<file path="config.mk">
export PLATFORM = sky130hd
export DESIGN_NAME = moore_led_pattern_flat
export DESIGN_NICKNAME = d
export VERILOG_FILES = /design/src/rtl/seq_pkg.sv /design/src/rtl/moore_led_pattern_if.sv /design/src/rtl/led_dimmer.sv /design/src/rtl/moore_led_pattern.sv /design/src/flat_wrapper.sv
export SDC_FILE = /design/constraint.sdc
export NUM_CORES = 1
export LEC_CHECK = 0
export CAP_MARGIN = 20
export CELL_PAD_IN_SITES_DETAIL_PLACEMENT = 1
export CELL_PAD_IN_SITES_GLOBAL_PLACEMENT = 1
export CORE_ASPECT_RATIO = 0.75
export CORE_MARGIN = 1.5
export CORE_UTILIZATION = 32
export CTS_BUF_LIST = sky130_fd_sc_hd__clkbuf_8
export CTS_CLUSTER_DIAMETER = 60
export CTS_CLUSTER_SIZE = 25
export DETAILED_ROUTE_END_ITERATION = 10
export PLACE_DENSITY = 0.6
export SLEW_MARGIN = 20
export SYNTH_ARGS = -nofsm -noshare
export SYNTH_HDL_FRONTEND = slang
export SYNTH_SLANG_ARGS = --single-unit
</file>
<file path="constraint.sdc">
create_clock -name clk -period 4.2 [get_ports clk]
set_clock_uncertainty 0.1 [all_clocks]
set_input_delay 0.84 -clock clk [delete_from_list [all_inputs] [get_ports clk]]
set_output_delay 0.84 -clock clk [all_outputs]
set_load 0.02 [all_outputs]
</file>
<file path="src/rtl/seq_pkg.sv">
// Shared sequencer definitions: state encodings and the per-state LED seed pattern.
package seq_pkg;

  typedef enum logic [1:0] {
    ST_IDLE  = 2'b00,
    ST_LEFT  = 2'b01,
    ST_RIGHT = 2'b10,
    ST_BLINK = 2'b11
  } seq_state_e;

  localparam int MAX_LED_W = 32;

  // Result is MAX_LED_W wide; callers truncate to their own LED width w.
  function automatic logic [MAX_LED_W-1:0] seed_pat(input logic [1:0] st, input int w);
    logic [MAX_LED_W-1:0] one;
    logic [MAX_LED_W-1:0] ones;
    one  = {{(MAX_LED_W-1){1'b0}}, 1'b1};
    ones = '1;
    case (st)
      ST_LEFT:  seed_pat = one;
      ST_RIGHT: seed_pat = one << (w - 1);
      ST_BLINK: seed_pat = ones >> (MAX_LED_W - w);
      default:  seed_pat = '0;
    endcase
  endfunction

endpackage

</file>
<file path="src/rtl/moore_led_pattern_if.sv">
// Sequencer-state / tick in, LED drive / step pulse out.
interface moore_led_pattern_if #(
  parameter int LED_W = 4
);
  logic             tick_mf;
  logic [1:0]       state;
  logic [LED_W-1:0] leds;
  logic             step;

  modport master (output tick_mf, state, input  leds, step);
  modport slave  (input  tick_mf, state, output leds, step);
endinterface

</file>
<file path="src/rtl/led_dimmer.sv">
// Free-running 16-cycle PWM gate applied to the LED pattern (LED_DIM_EN builds only).
module led_dimmer #(
  parameter int LED_W     = 4,
  parameter int DIM_LEVEL = 8
) (
  input  logic             clk,
  input  logic             rst_n,
  input  logic [LED_W-1:0] pattern,
  output logic [LED_W-1:0] pwm
);
  logic [3:0] pwm_cnt;
  logic       on;

  always_ff @(posedge clk or negedge rst_n) begin
    if (!rst_n) pwm_cnt <= '0;
    else        pwm_cnt <= pwm_cnt + 4'd1;
  end

  // DIM_LEVEL >= 16 keeps the gate permanently open, 0 keeps it shut.
  assign on  = int'(pwm_cnt) < DIM_LEVEL;
  assign pwm = pattern & {LED_W{on}};
endmodule

</file>
<file path="src/rtl/moore_led_pattern.sv">
// Moore sequencer output stage: per-state animated LED pattern stepped on 1 kHz ticks.
// Optional PWM dimming of the LEDs is built when LED_DIM_EN is defined.
module moore_led_pattern
  import seq_pkg::*;
#(
  parameter int LED_W     = 4,
  parameter int PER_LEFT  = 500,
  parameter int PER_RIGHT = 250,
  parameter int PER_BLINK = 125,
  parameter int DIM_LEVEL = 8
) (
  input  logic                 clk,
  input  logic                 rst_n,
  moore_led_pattern_if.slave   bus
);
  localparam int PER_LR  = (PER_LEFT > PER_RIGHT) ? PER_LEFT : PER_RIGHT;
  localparam int PER_MAX = (PER_LR > PER_BLINK) ? PER_LR : PER_BLINK;
  localparam int CNT_W   = $clog2(PER_MAX + 1);

  logic [1:0]       state_q, state_d;
  logic [CNT_W-1:0] ms_cnt, cnt_d, per_m1;
  logic [LED_W-1:0] pattern, pat_d, pat_adv;
  logic             step_q, step_d;

  always_ff @(posedge clk or negedge rst_n) begin
    if (!rst_n) begin
      state_q <= ST_IDLE;
      ms_cnt  <= '0;
      pattern <= '0;
      step_q  <= 1'b0;
    end else begin
      state_q <= state_d;
      ms_cnt  <= cnt_d;
      pattern <= pat_d;
      step_q  <= step_d;
    end
  end

  always_comb begin
    per_m1  = '0;
    pat_adv = pattern;
    case (state_q)
      ST_LEFT:  begin per_m1 = CNT_W'(PER_LEFT - 1);  pat_adv = {pattern[LED_W-2:0], pattern[LED_W-1]}; end
      ST_RIGHT: begin per_m1 = CNT_W'(PER_RIGHT - 1); pat_adv = {pattern[0], pattern[LED_W-1:1]};       end
      ST_BLINK: begin per_m1 = CNT_W'(PER_BLINK - 1); pat_adv = ~pattern;                               end
      default:  ;
    endcase
  end

  // A state change wins over a coincident tick, which is simply lost.
  always_comb begin
    state_d = state_q;
    cnt_d   = ms_cnt;
    pat_d   = pattern;
    step_d  = 1'b0;
    if (bus.state != state_q) begin
      state_d = bus.state;
      cnt_d   = '0;
      pat_d   = LED_W'(seed_pat(bus.state, LED_W));
    end else if (state_q == ST_IDLE) begin
      cnt_d = '0;
      pat_d = '0;
    end else if (bus.tick_mf) begin
      if (ms_cnt == per_m1) begin
        cnt_d  = '0;
        step_d = 1'b1;
        pat_d  = pat_adv;
      end else begin
        cnt_d = ms_cnt + 1'b1;
      end
    end
  end

`ifdef LED_DIM_EN
  logic [LED_W-1:0] leds_pwm;

  led_dimmer #(.LED_W(LED_W), .DIM_LEVEL(DIM_LEVEL)) u_dim (
    .clk     (clk),
    .rst_n   (rst_n),
    .pattern (pattern),
    .pwm     (leds_pwm)
  );

  always_comb begin
    bus.leds = leds_pwm;
    bus.step = step_q;
  end
`else
  logic unused_dim;
  assign unused_dim = ^DIM_LEVEL;

  always_comb begin
    bus.leds = pattern;
    bus.step = step_q;
  end
`endif

endmodule

</file>
<file path="src/flat_wrapper.sv">
// flat-port wrapper written by rule: the top's interface ports become plain ports
module moore_led_pattern_flat import seq_pkg::*;
#(
  parameter int LED_W     = 4,
  parameter int PER_LEFT  = 500,
  parameter int PER_RIGHT = 250,
  parameter int PER_BLINK = 125,
  parameter int DIM_LEVEL = 8
)
  (clk, rst_n, bus_tick_mf, bus_state, bus_leds, bus_step);
  moore_led_pattern_if #(.LED_W(LED_W)) bus_i ();
  input  logic clk;
  input  logic rst_n;
  input wire logic [$bits(bus_i.tick_mf)-1:0] bus_tick_mf;
  input wire logic [$bits(bus_i.state)-1:0] bus_state;
  output wire logic [$bits(bus_i.leds)-1:0] bus_leds;
  output wire logic [$bits(bus_i.step)-1:0] bus_step;
  assign bus_i.tick_mf = bus_tick_mf;
  assign bus_i.state = bus_state;
  assign bus_leds = bus_i.leds;
  assign bus_step = bus_i.step;
  moore_led_pattern #(.LED_W(LED_W), .PER_LEFT(PER_LEFT), .PER_RIGHT(PER_RIGHT), .PER_BLINK(PER_BLINK), .DIM_LEVEL(DIM_LEVEL)) u_core (.clk(clk), .rst_n(rst_n), .bus(bus_i));
endmodule
</file>
Yosys cells after proc, flatten, opt, wreduce, memory -nomap -nowiden
Index checks and enable logic that the tools add are counted.

storage, ports and cells
  register bits = 16

operators by class
  bitwise operators = 1
  add/sub/neg operators = 1
  multiplexer cells = 15
  reduce and logical (&&, ||, !) cells = 5
  equal/unequal tests = 8

operators by type and width
  operator               count
  $mux W9                4
  $pmux W9 S3            1
  $pmux W4 S3            2
  $mux W4                4
  $add A9 B1 Y9 const B  1
  $eq A9 B9 Y1           1
  $eq A2 B2 Y1 const B   4
  $reduce_bool A3 Y1     2
  $reduce_bool A5 Y1     1
  $eq A2 B1 Y1 const B   2
  $mux W1                4
  $not A4 Y4             1
  $reduce_and A3 Y1      1
  $logic_not A2 Y1       1
  $ne A2 B2 Y1           1

Longest topological paths before layout
Gate-level depths: netlist of run 1.

  depth in word-level cells = 7
  depth in mapped cells = 7
  depth with buffers taken out = 6

Worst setup path after synthesis of run 1
No wires, ideal clock.

  path type = reg2reg
  start point = reg u_core.state_q[0]
  end point = reg u_core.ms_cnt[8]
  library setup time = 0.124 ns
  path buffers = 1
  clock period less this slack = 2.295 ns
  stages on the path, launching flop included = 8
  data arrival time = 2.071 ns
  required time = 3.976 ns
  setup slack = 1.905 ns
  cells stage by stage = dfrtp_1 inv_1 ha_1 or4b_1 a222oi_1 buf_4 a21oi_1 o31a_1

on the way
  cells in the longest elaborated chain, start to end = 7
  elaborated cells on any way between the ends = 12

RTL lines
  element                                              RTL line                 RTL
  start, declared                                      moore_led_pattern.sv:20  logic [1:0] state_q, state_d;
  start signal, assigned                               moore_led_pattern.sv:32  state_q <= state_d;
  $eq A2 B2 Y1 / $eq A2 B1 Y1 (equally long branches)  moore_led_pattern.sv:42  case (state_q)
  $pmux W9 S3                                          moore_led_pattern.sv:42
  $eq A9 B9 Y1                                         moore_led_pattern.sv:64  if (ms_cnt == per_m1) begin
  $mux W9                                              moore_led_pattern.sv:64
  $mux W9                                              moore_led_pattern.sv:63  end else if (bus.tick_mf) begin
  $mux W9                                              moore_led_pattern.sv:60  end else if (state_q == ST_IDLE) begin
  $mux W9                                              moore_led_pattern.sv:56  if (bus.state != state_q) begin
  end signal, assigned                                 moore_led_pattern.sv:33  ms_cnt <= cnt_d;
  end, declared                                        moore_led_pattern.sv:21  logic [CNT_W-1:0] ms_cnt, cnt_d, per_m1;

Several ways; a longest one is shown, not always the timed one. The select of a mux whose other input is x is not followed.
A chain may end at the register's enable or synchronous reset.

Worst setup path after layout of run 1
  start point = in bus_state[0]
  end point = reg u_core.pattern[0] (netlist: u_core.bus.leds[0])

on the way
  cells in the longest elaborated chain, start to end = 3
  elaborated cells on any way between the ends = 10

RTL lines
  element                                              RTL line                 RTL
  start, declared                                      flat_wrapper.sv:15       input wire logic [$bits(bus_i.state)-1:0] bus_state;
  $eq A2 B2 Y1 (tied with other cells)                 seq_pkg.sv:19            case (st)
  $pmux W4 S3 (tied with other cells)                  seq_pkg.sv:19
  $mux W4 / $reduce_and A3 Y1 (equally long branches)  --
  end signal, assigned                                 moore_led_pattern.sv:34  pattern <= pat_d;
  end, declared                                        moore_led_pattern.sv:22  logic [LED_W-1:0] pattern, pat_d, pat_adv;

Several ways; a longest one is shown, not always the timed one.

==> results_dict.tcl, run 1 <==
set metrics [dict create \
    yosys_warnings 0 \
    grt_pass1_vias 977 \
    p_int_uw 275 \
    p_leak_nw 0.530 \
    synth_top_flop_cell "dfrtp_1" \
    p_seq_share_pct 43.7 \
    grt_max_degree 17 \
    clockBufferDepth 2 \
    wl_met3_um 86 \
    final.min_clock_period_ns 2.67 \
    hpwl_um 2200 \
    cts_setup_buffers 0 \
    dr_wl_met2_um 1310 \
    portBuffers 9 \
    initial_utilization_pct 33.3 \
    switching_share_pct 29.5 \
    final_nets 140 \
    firstDrtPassIters 4 \
    fp.dieW_um 70.3 \
    setup_violations 0 \
    synth_area_um2 1090 \
    antenna_cells 0 \
    cts_sinks 16 \
    vias 1008 \
    rsz0062_at_grt "no" \
    synth-seq-cells 16 \
    drtIter0Drc 44 \
    via_per_inst 5.96 \
    synthesis.nets 133 \
    relSlewSlack_pct 44.4 \
    power_density_nw_per_um2 311 \
    clk_latency_ns 0.25 \
    track_usage_pct 18.1 \
    worst_pin_slew_ns 0.828 \
    ctsHtreeMaxLevel 1 \
    pin_count 10 \
    syn_inst 123 \
    grt_pass1_wl_um 5140 \
    drive_above_1_share_pct 3.88 \
    wirelength_um 3040 \
    worstHoldPathType "reg -> reg" \
    dieArea_um2 3760 \
    root_buffer "clkbuf_8" \
    max_freq_ghz 0.374 \
    cp_data_required_time_ns 4.21 \
    yosysTopAreaCell "dfrtp_1" \
    synth_edf_count 0 \
    drc 0 \
    yosysMostFrequentCell "dfrtp_1" \
    layout-area-overhead-vs-synth_pct 15.6 \
    arrival_ns 2.68 \
    finalHoldViolations 0 \
    crit_type "in -> reg" \
    cts_buffers 3 \
    antenna_left 0 \
    ctsResizeCount 0 \
    ys_seq_area_share_pct 36.9 \
    routabilityCongestion 0.746 \
    antenna_found_initial 0 \
    peakVddDrop_mv 0.128 \
    synth_top_area_share_pct 36.9 \
    clk_pin_slew_ns 0.07 \
    post_drt_wl_per_cell_um 18.0 \
    max_cap_viol_count 0 \
    p_sw_uw 115 \
    pwr-share-clk_pct 36.7 \
    met1_length_um 1640 \
    synthTopCellsByArea "dfrtp_1 37%, ha_1 5.8%, a21oi_1 4.6%, nand2_1 3.5%, a221oi_1 3.2%" \
    pre_cts_ws_ns 1.26 \
    top_layer "met4" \
    crit_fanout 10 \
    synth.avg_cell_area_um2 8.83 \
    synth_common_cells "16 x dfrtp_1, 10 x a21oi_1, 10 x nand2_1, 9 x inv_1, 7 x clkbuf_1" \
    grt_overflow 0 \
    fin_tns_setup_ns 0 \
    status "completed" \
    core-area_um2 3270 \
    fin_ws_ns 1.53 \
    synth_cell_types 38 \
    pwr-share-comb_pct 19.6 \
    slew_viol_final 0 \
    fin_crit_sh_pct 63.6 \
    cts_tree "built" \
    start_kind "primary input" \
    holdBufCountCts 0 \
    async_flop_share_pct 100 \
    die_h_um 53.5 \
    end_kind "flop" \
    rows 18 \
]
-- registers in the layout (all words and copies together), names as in the netlist --
| register | count |
|---|---|
| u_core.bus.leds | 4 |
| u_core.bus.step | 1 |
| u_core.ms_cnt | 9 |
| u_core.state_q | 2 |
-- kinds of logic after synthesis --
logic type | count (synthesis) | share of synthesized area [%]
xor+xnor | 2 | 1.61
simple gates | 45 | 24.2
flops | 16 | 36.9
buf+inv | 17 | 6.22
fa+ha+maj | 5 | 5.76
compound gates | 38 | 25.3
-- critical path: stages --
cell	delay, ns
clkdlybuf4s50_1	0.49
xor2_1	0.22
or3_1	0.53
a31oi_1	0.42
a221oi_1	0.17
-- final cells by class --
| class | instances | area (µm²) |
|---|---|---|
| multi-input cells | 90 | 618 |
| repair buffers | 10 | 97.6 |
| flip-flops and latches | 16 | 400 |
| inverters | 9 | 33.8 |
| well taps | 40 | 50.0 |
| fillers | 381 | 2010 |
| clock buffers | 4 | 55.1 |
-- per-layer routing --
layer | global-route usage, % | vias to the layer above
met3 | 3.62 | 2
met1 | 25.6 | 513
li1 | - | 478
met2 | 28.9 | 15
met4 | 2.88 | 0
met5 | 0 | -
-- worst paths after layout --
path                                                start                        endpoint  slack (ns)  depth (start not counted)
max                                          bus_state[0]  u_core.bus.leds[0]$_DFFE_PN0P_        1.53                          5
min                        u_core.bus.leds[0]$_DFFE_PN0P_  u_core.bus.leds[0]$_DFFE_PN0P_        0.51                          2
max reg2reg                 u_core.state_q[0]$_DFFE_PN0N_  u_core.bus.leds[0]$_DFFE_PN0P_        1.59                          6
min reg2reg                u_core.bus.leds[0]$_DFFE_PN0P_  u_core.bus.leds[0]$_DFFE_PN0P_        0.51                          2
max in group asynchronous                           rst_n   u_core.state_q[1]$_DFFE_PN0N_        2.55                          1
min in group asynchronous                           rst_n  u_core.bus.leds[3]$_DFFE_PN0P_        0.95                          1
-- power groups by stage --
stage               combinational, mW  sequential, mW  clock (mW)
floorplan                      0.0389           0.178           0
global placement               0.0758           0.173           0
detailed placement             0.0768           0.173           0
CTS                            0.0771           0.170       0.148
global route                   0.0841           0.172       0.151
finish                         0.0765           0.170       0.143
-- layout by cell type (no fill, tap or decap), types with 2 or more instances in the layout --
master	instances
nor3_1	2
o21ai_0	2
a21o_1	4
a2111oi_0	3
or3_1	4
and2_1	2
inv_1	9
and3_1	4
a22oi_1	2
ha_1	5
or4_1	2
nor2_1	3
a21oi_1	10
and4_1	4
dfrtp_1	16
nand3_1	6
nand2_1	10
a221oi_1	4
nor2b_1	2
nor4_1	2
clkbuf_8	4
a311oi_1	2
xor2_1	2
a22o_1	2
clkdlybuf4s50_1	9
-- per-stage QoR --
| stage | hold WS (ns) | utilization [%] | instances | area (µm²) | power, mW |
|---|---|---|---|---|---|
| after floorplan | 0.415 | - | 123 | 1090 | 0.217 |
| after global placement | 0.482 | 36.7 | 165 | 1200 | 0.249 |
| after detailed placement | 0.498 | 36.7 | 165 | 1200 | 0.250 |
| after CTS | 0.515 | 38.4 | 169 | 1250 | 0.396 |
| after global routing | 0.557 | 38.4 | 169 | 1250 | 0.408 |
| final | 0.509 | 38.4 | 169 | 1250 | 0.390 |
Power figures use the tool's default switching activity.
==> run 2: changes to the inputs <==
--- a/config.mk
+++ b/config.mk
@@ -15,7 +15,7 @@
 export CTS_CLUSTER_DIAMETER = 60
 export CTS_CLUSTER_SIZE = 25
 export DETAILED_ROUTE_END_ITERATION = 10
-export PLACE_DENSITY = 0.6
+export PLACE_DENSITY = 0.62
 export SLEW_MARGIN = 20
 export SYNTH_ARGS = -nofsm -noshare
 export SYNTH_HDL_FRONTEND = slang
==> constraint.sdc (replaced) <==
create_clock -name clk -period 2.3 [get_ports clk]
set_clock_uncertainty 0.1 [all_clocks]
set_input_delay 0.46 -clock clk [delete_from_list [all_inputs] [get_ports clk]]
set_output_delay 0.46 -clock clk [all_outputs]
set_load 0.02 [all_outputs]
==> run 2 against run 1 <==
Compared with the run above: the flow now finishes with violations (negative setup slack); first-iteration DRC count increased by 18%; sequential share of layout area fell by 6.6 points; sequential power rose by 82%; flip-flop and latch count unchanged; core utilization up 10 points; total power increased by 100%; critical path depth is 3 higher; via count increased by 12%; register-to-register slack lost 1.6 ns; final area is 26% higher; clock power grew 84%; largest cell class unchanged; largest power group unchanged; highest routed layer unchanged.
==> results_dict.tcl, run 2 (synthesis gave the netlist of run 1 again) <==
set metrics [dict create \
    status "finished with violations" \
    violations "negative setup slack" \
    track_usage_pct 20.5 \
    post_drt_wl_per_cell_um 17.6 \
    arrival_ns 2.41 \
    r2r-start "u_core.state_q[1]$_DFFE_PN0N_" \
    cts_buffers 3 \
    p_leak_nw 0.701 \
    end_kind "flop" \
    power_density_nw_per_um2 495 \
    fp.dieW_um 70.3 \
    setup_violations 7 \
    slew_viol_final 0 \
    startpoint "u_core.state_q[1]$_DFFE_PN0N_" \
    grt_pass1_vias 1111 \
    relSlewSlack_pct 64.7 \
    grt_max_degree 17 \
    antenna_left 0 \
    cts_tree "built" \
    largest_reg_flops 9 \
    dieArea_um2 3760 \
    final_util_pct 48.4 \
    drtIter0Drc 52 \
    wirelength_um 3510 \
    cts_sinks 16 \
    peakVddDrop_mv 0.234 \
    die_h_um 53.5 \
    routabilityCongestion 0.867 \
    holdBufCountCts 0 \
    crit_chain "inv_2 > ha_4 > or4b_4 > a222oi_1 > buf_4 > buf_12 > a21oi_2 > o31a_1" \
    crit_cells 8 \
    core-area_um2 3270 \
    finalHoldViolations 0 \
    cp_data_required_time_ns 2.35 \
    vias 1130 \
    worstHoldPathType "in -> async" \
    final_common_cell "buf_4" \
    clk_latency_ns 0.27 \
    r2r_slack_ns -0.06 \
    hpwl_um 2660 \
    mostFrequentLayoutCells "29 x buf_4, 16 x dfrtp_1, 10 x nand2_1, 9 x a21oi_1, 9 x clkdlybuf4s50_1" \
    rr_worst_depth 8 \
    drc 0 \
    max_cap_viol_count 0 \
    rows 18 \
    cp_slowest_cell "or4b_4" \
    clk_pin_slew_ns 0.07 \
    clockBufferDepth 2 \
    finalNonFillerCells 199 \
    start_kind "flop" \
    firstDrtPassIters 4 \
    antenna_found_initial 0 \
    pre_cts_ws_ns -0.106 \
    grt_pass1_wl_um 5690 \
    antenna_cells 0 \
    max_freq_ghz 0.424 \
    path_buf_inv 3 \
    regToRegEndpoint "u_core.ms_cnt[8]$_DFFE_PN0P_" \
    crit_type "reg -> reg" \
    portBuffers 9 \
    via_per_inst 5.68 \
    drive_above_1_share_pct 30.8 \
    crit_fanout 8 \
    layout-area-overhead-vs-synth_pct 45.6 \
    fin_crit_sh_pct 102 \
    root_buffer "clkbuf_8" \
    dp_cells 190 \
    ctsHtreeMaxLevel 1 \
    crit_path_end "u_core.ms_cnt[8]$_DFFE_PN0P_" \
    rsz0062_at_grt "yes" \
    grt_overflow 0 \
    critPathTopFamily "compound AO/OA/AOI/OAI gates" \
    pin_count 10 \
    final_nets 170 \
    hold_ws_ns 0.411 \
    regMostFlops "u_core.ms_cnt" \
    final.min_clock_period_ns 2.36 \
    fin_ws_ns -0.0558 \
    initial_utilization_pct 33.3 \
    cpPeakStageDelay_ns 0.44 \
    worst_pin_slew_ns 0.517 \
]
run 2: cell count changes in the layout (fill, tap and decap cells not counted), moves of 2 or more:
cell | previous run | this run
inv_1 | 9 | 7
inv_2 | 0 | 2
buf_4 | 1 | 29
a221oi_2 | 0 | 4
a221oi_1 | 4 | 0
run 2: cell type report:
cell class,instances,area (µm²)
Sequential cell,16,400
Fill cell,388,1680
Timing Repair Buffer,40,339
Tap cell,40,50.0
Multi-Input combinational cell,90,703
Clock buffer,4,55.1
Inverter,9,33.8
run 2: worst min path at each step:
stage | startpoint | slack, ns | depth (start not counted) | end
2_1_floorplan | rst_n | 0.06 | 0 | u_core.bus.leds[0]$_DFFE_PN0P_
3_3_place_gp | u_core.bus.leds[0]$_DFFE_PN0P_ | 0.48 | 2 | u_core.bus.leds[0]$_DFFE_PN0P_
3_5_place_dp | u_core.bus.leds[0]$_DFFE_PN0P_ | 0.49 | 2 | u_core.bus.leds[0]$_DFFE_PN0P_
4_1_cts | rst_n | 0.42 | 2 | u_core.bus.leds[3]$_DFFE_PN0P_
5_1_grt | rst_n | 0.45 | 2 | u_core.bus.leds[3]$_DFFE_PN0P_
6_report | rst_n | 0.41 | 2 | u_core.bus.leds[3]$_DFFE_PN0P_
run 2: through the flow:
| stage | setup TNS [ns] | area, µm² | power [mW] |
|---|---|---|---|
| 2_1_floorplan | 0 | 1090 | 0.396 |
| 3_3_place_gp | -0.0156 | 1400 | 0.489 |
| 3_5_place_dp | -0.623 | 1400 | 0.495 |
| 4_1_cts | 0 | 1480 | 0.761 |
| 5_1_grt | -1.26 | 1580 | 0.817 |
| 6_report | -0.173 | 1580 | 0.784 |
run 2: what timing repair did:
item | 4_1_cts | 5_1_grt
buffers inserted | 3 | 4
pin swaps | 6 | 13
gates resized for setup | 2 | 17
hold endpoints to repair | 0 | 0
endpoints found under the setup margin | 7 | 11
run 2: routing by layer:
layer	up-vias	GRT usage, %	share of wire [%]
li1	546	-	-
met1	553	28.7	52
met2	27	30.8	42
met3	4	4.76	4.9
met4	0	6.73	1.3
met5	-	0	0
run 2: worst reg2reg max path: cells and delay by family (launching register included):
kind	cells	cell delay (ns)
fa+ha+maj	1	0.14
buf+inv	3	0.45
flops	1	0.39
simple gates	1	0.44
compound gates	3	0.73
run 2: report_power, final:
part	total (mW)	internal, mW	switching (mW)	leakage [nW]
Clock	0.263	0.153	0.111	0.0288
Combinational	0.210	0.103	0.108	0.460
Sequential	0.310	0.294	0.0153	0.212
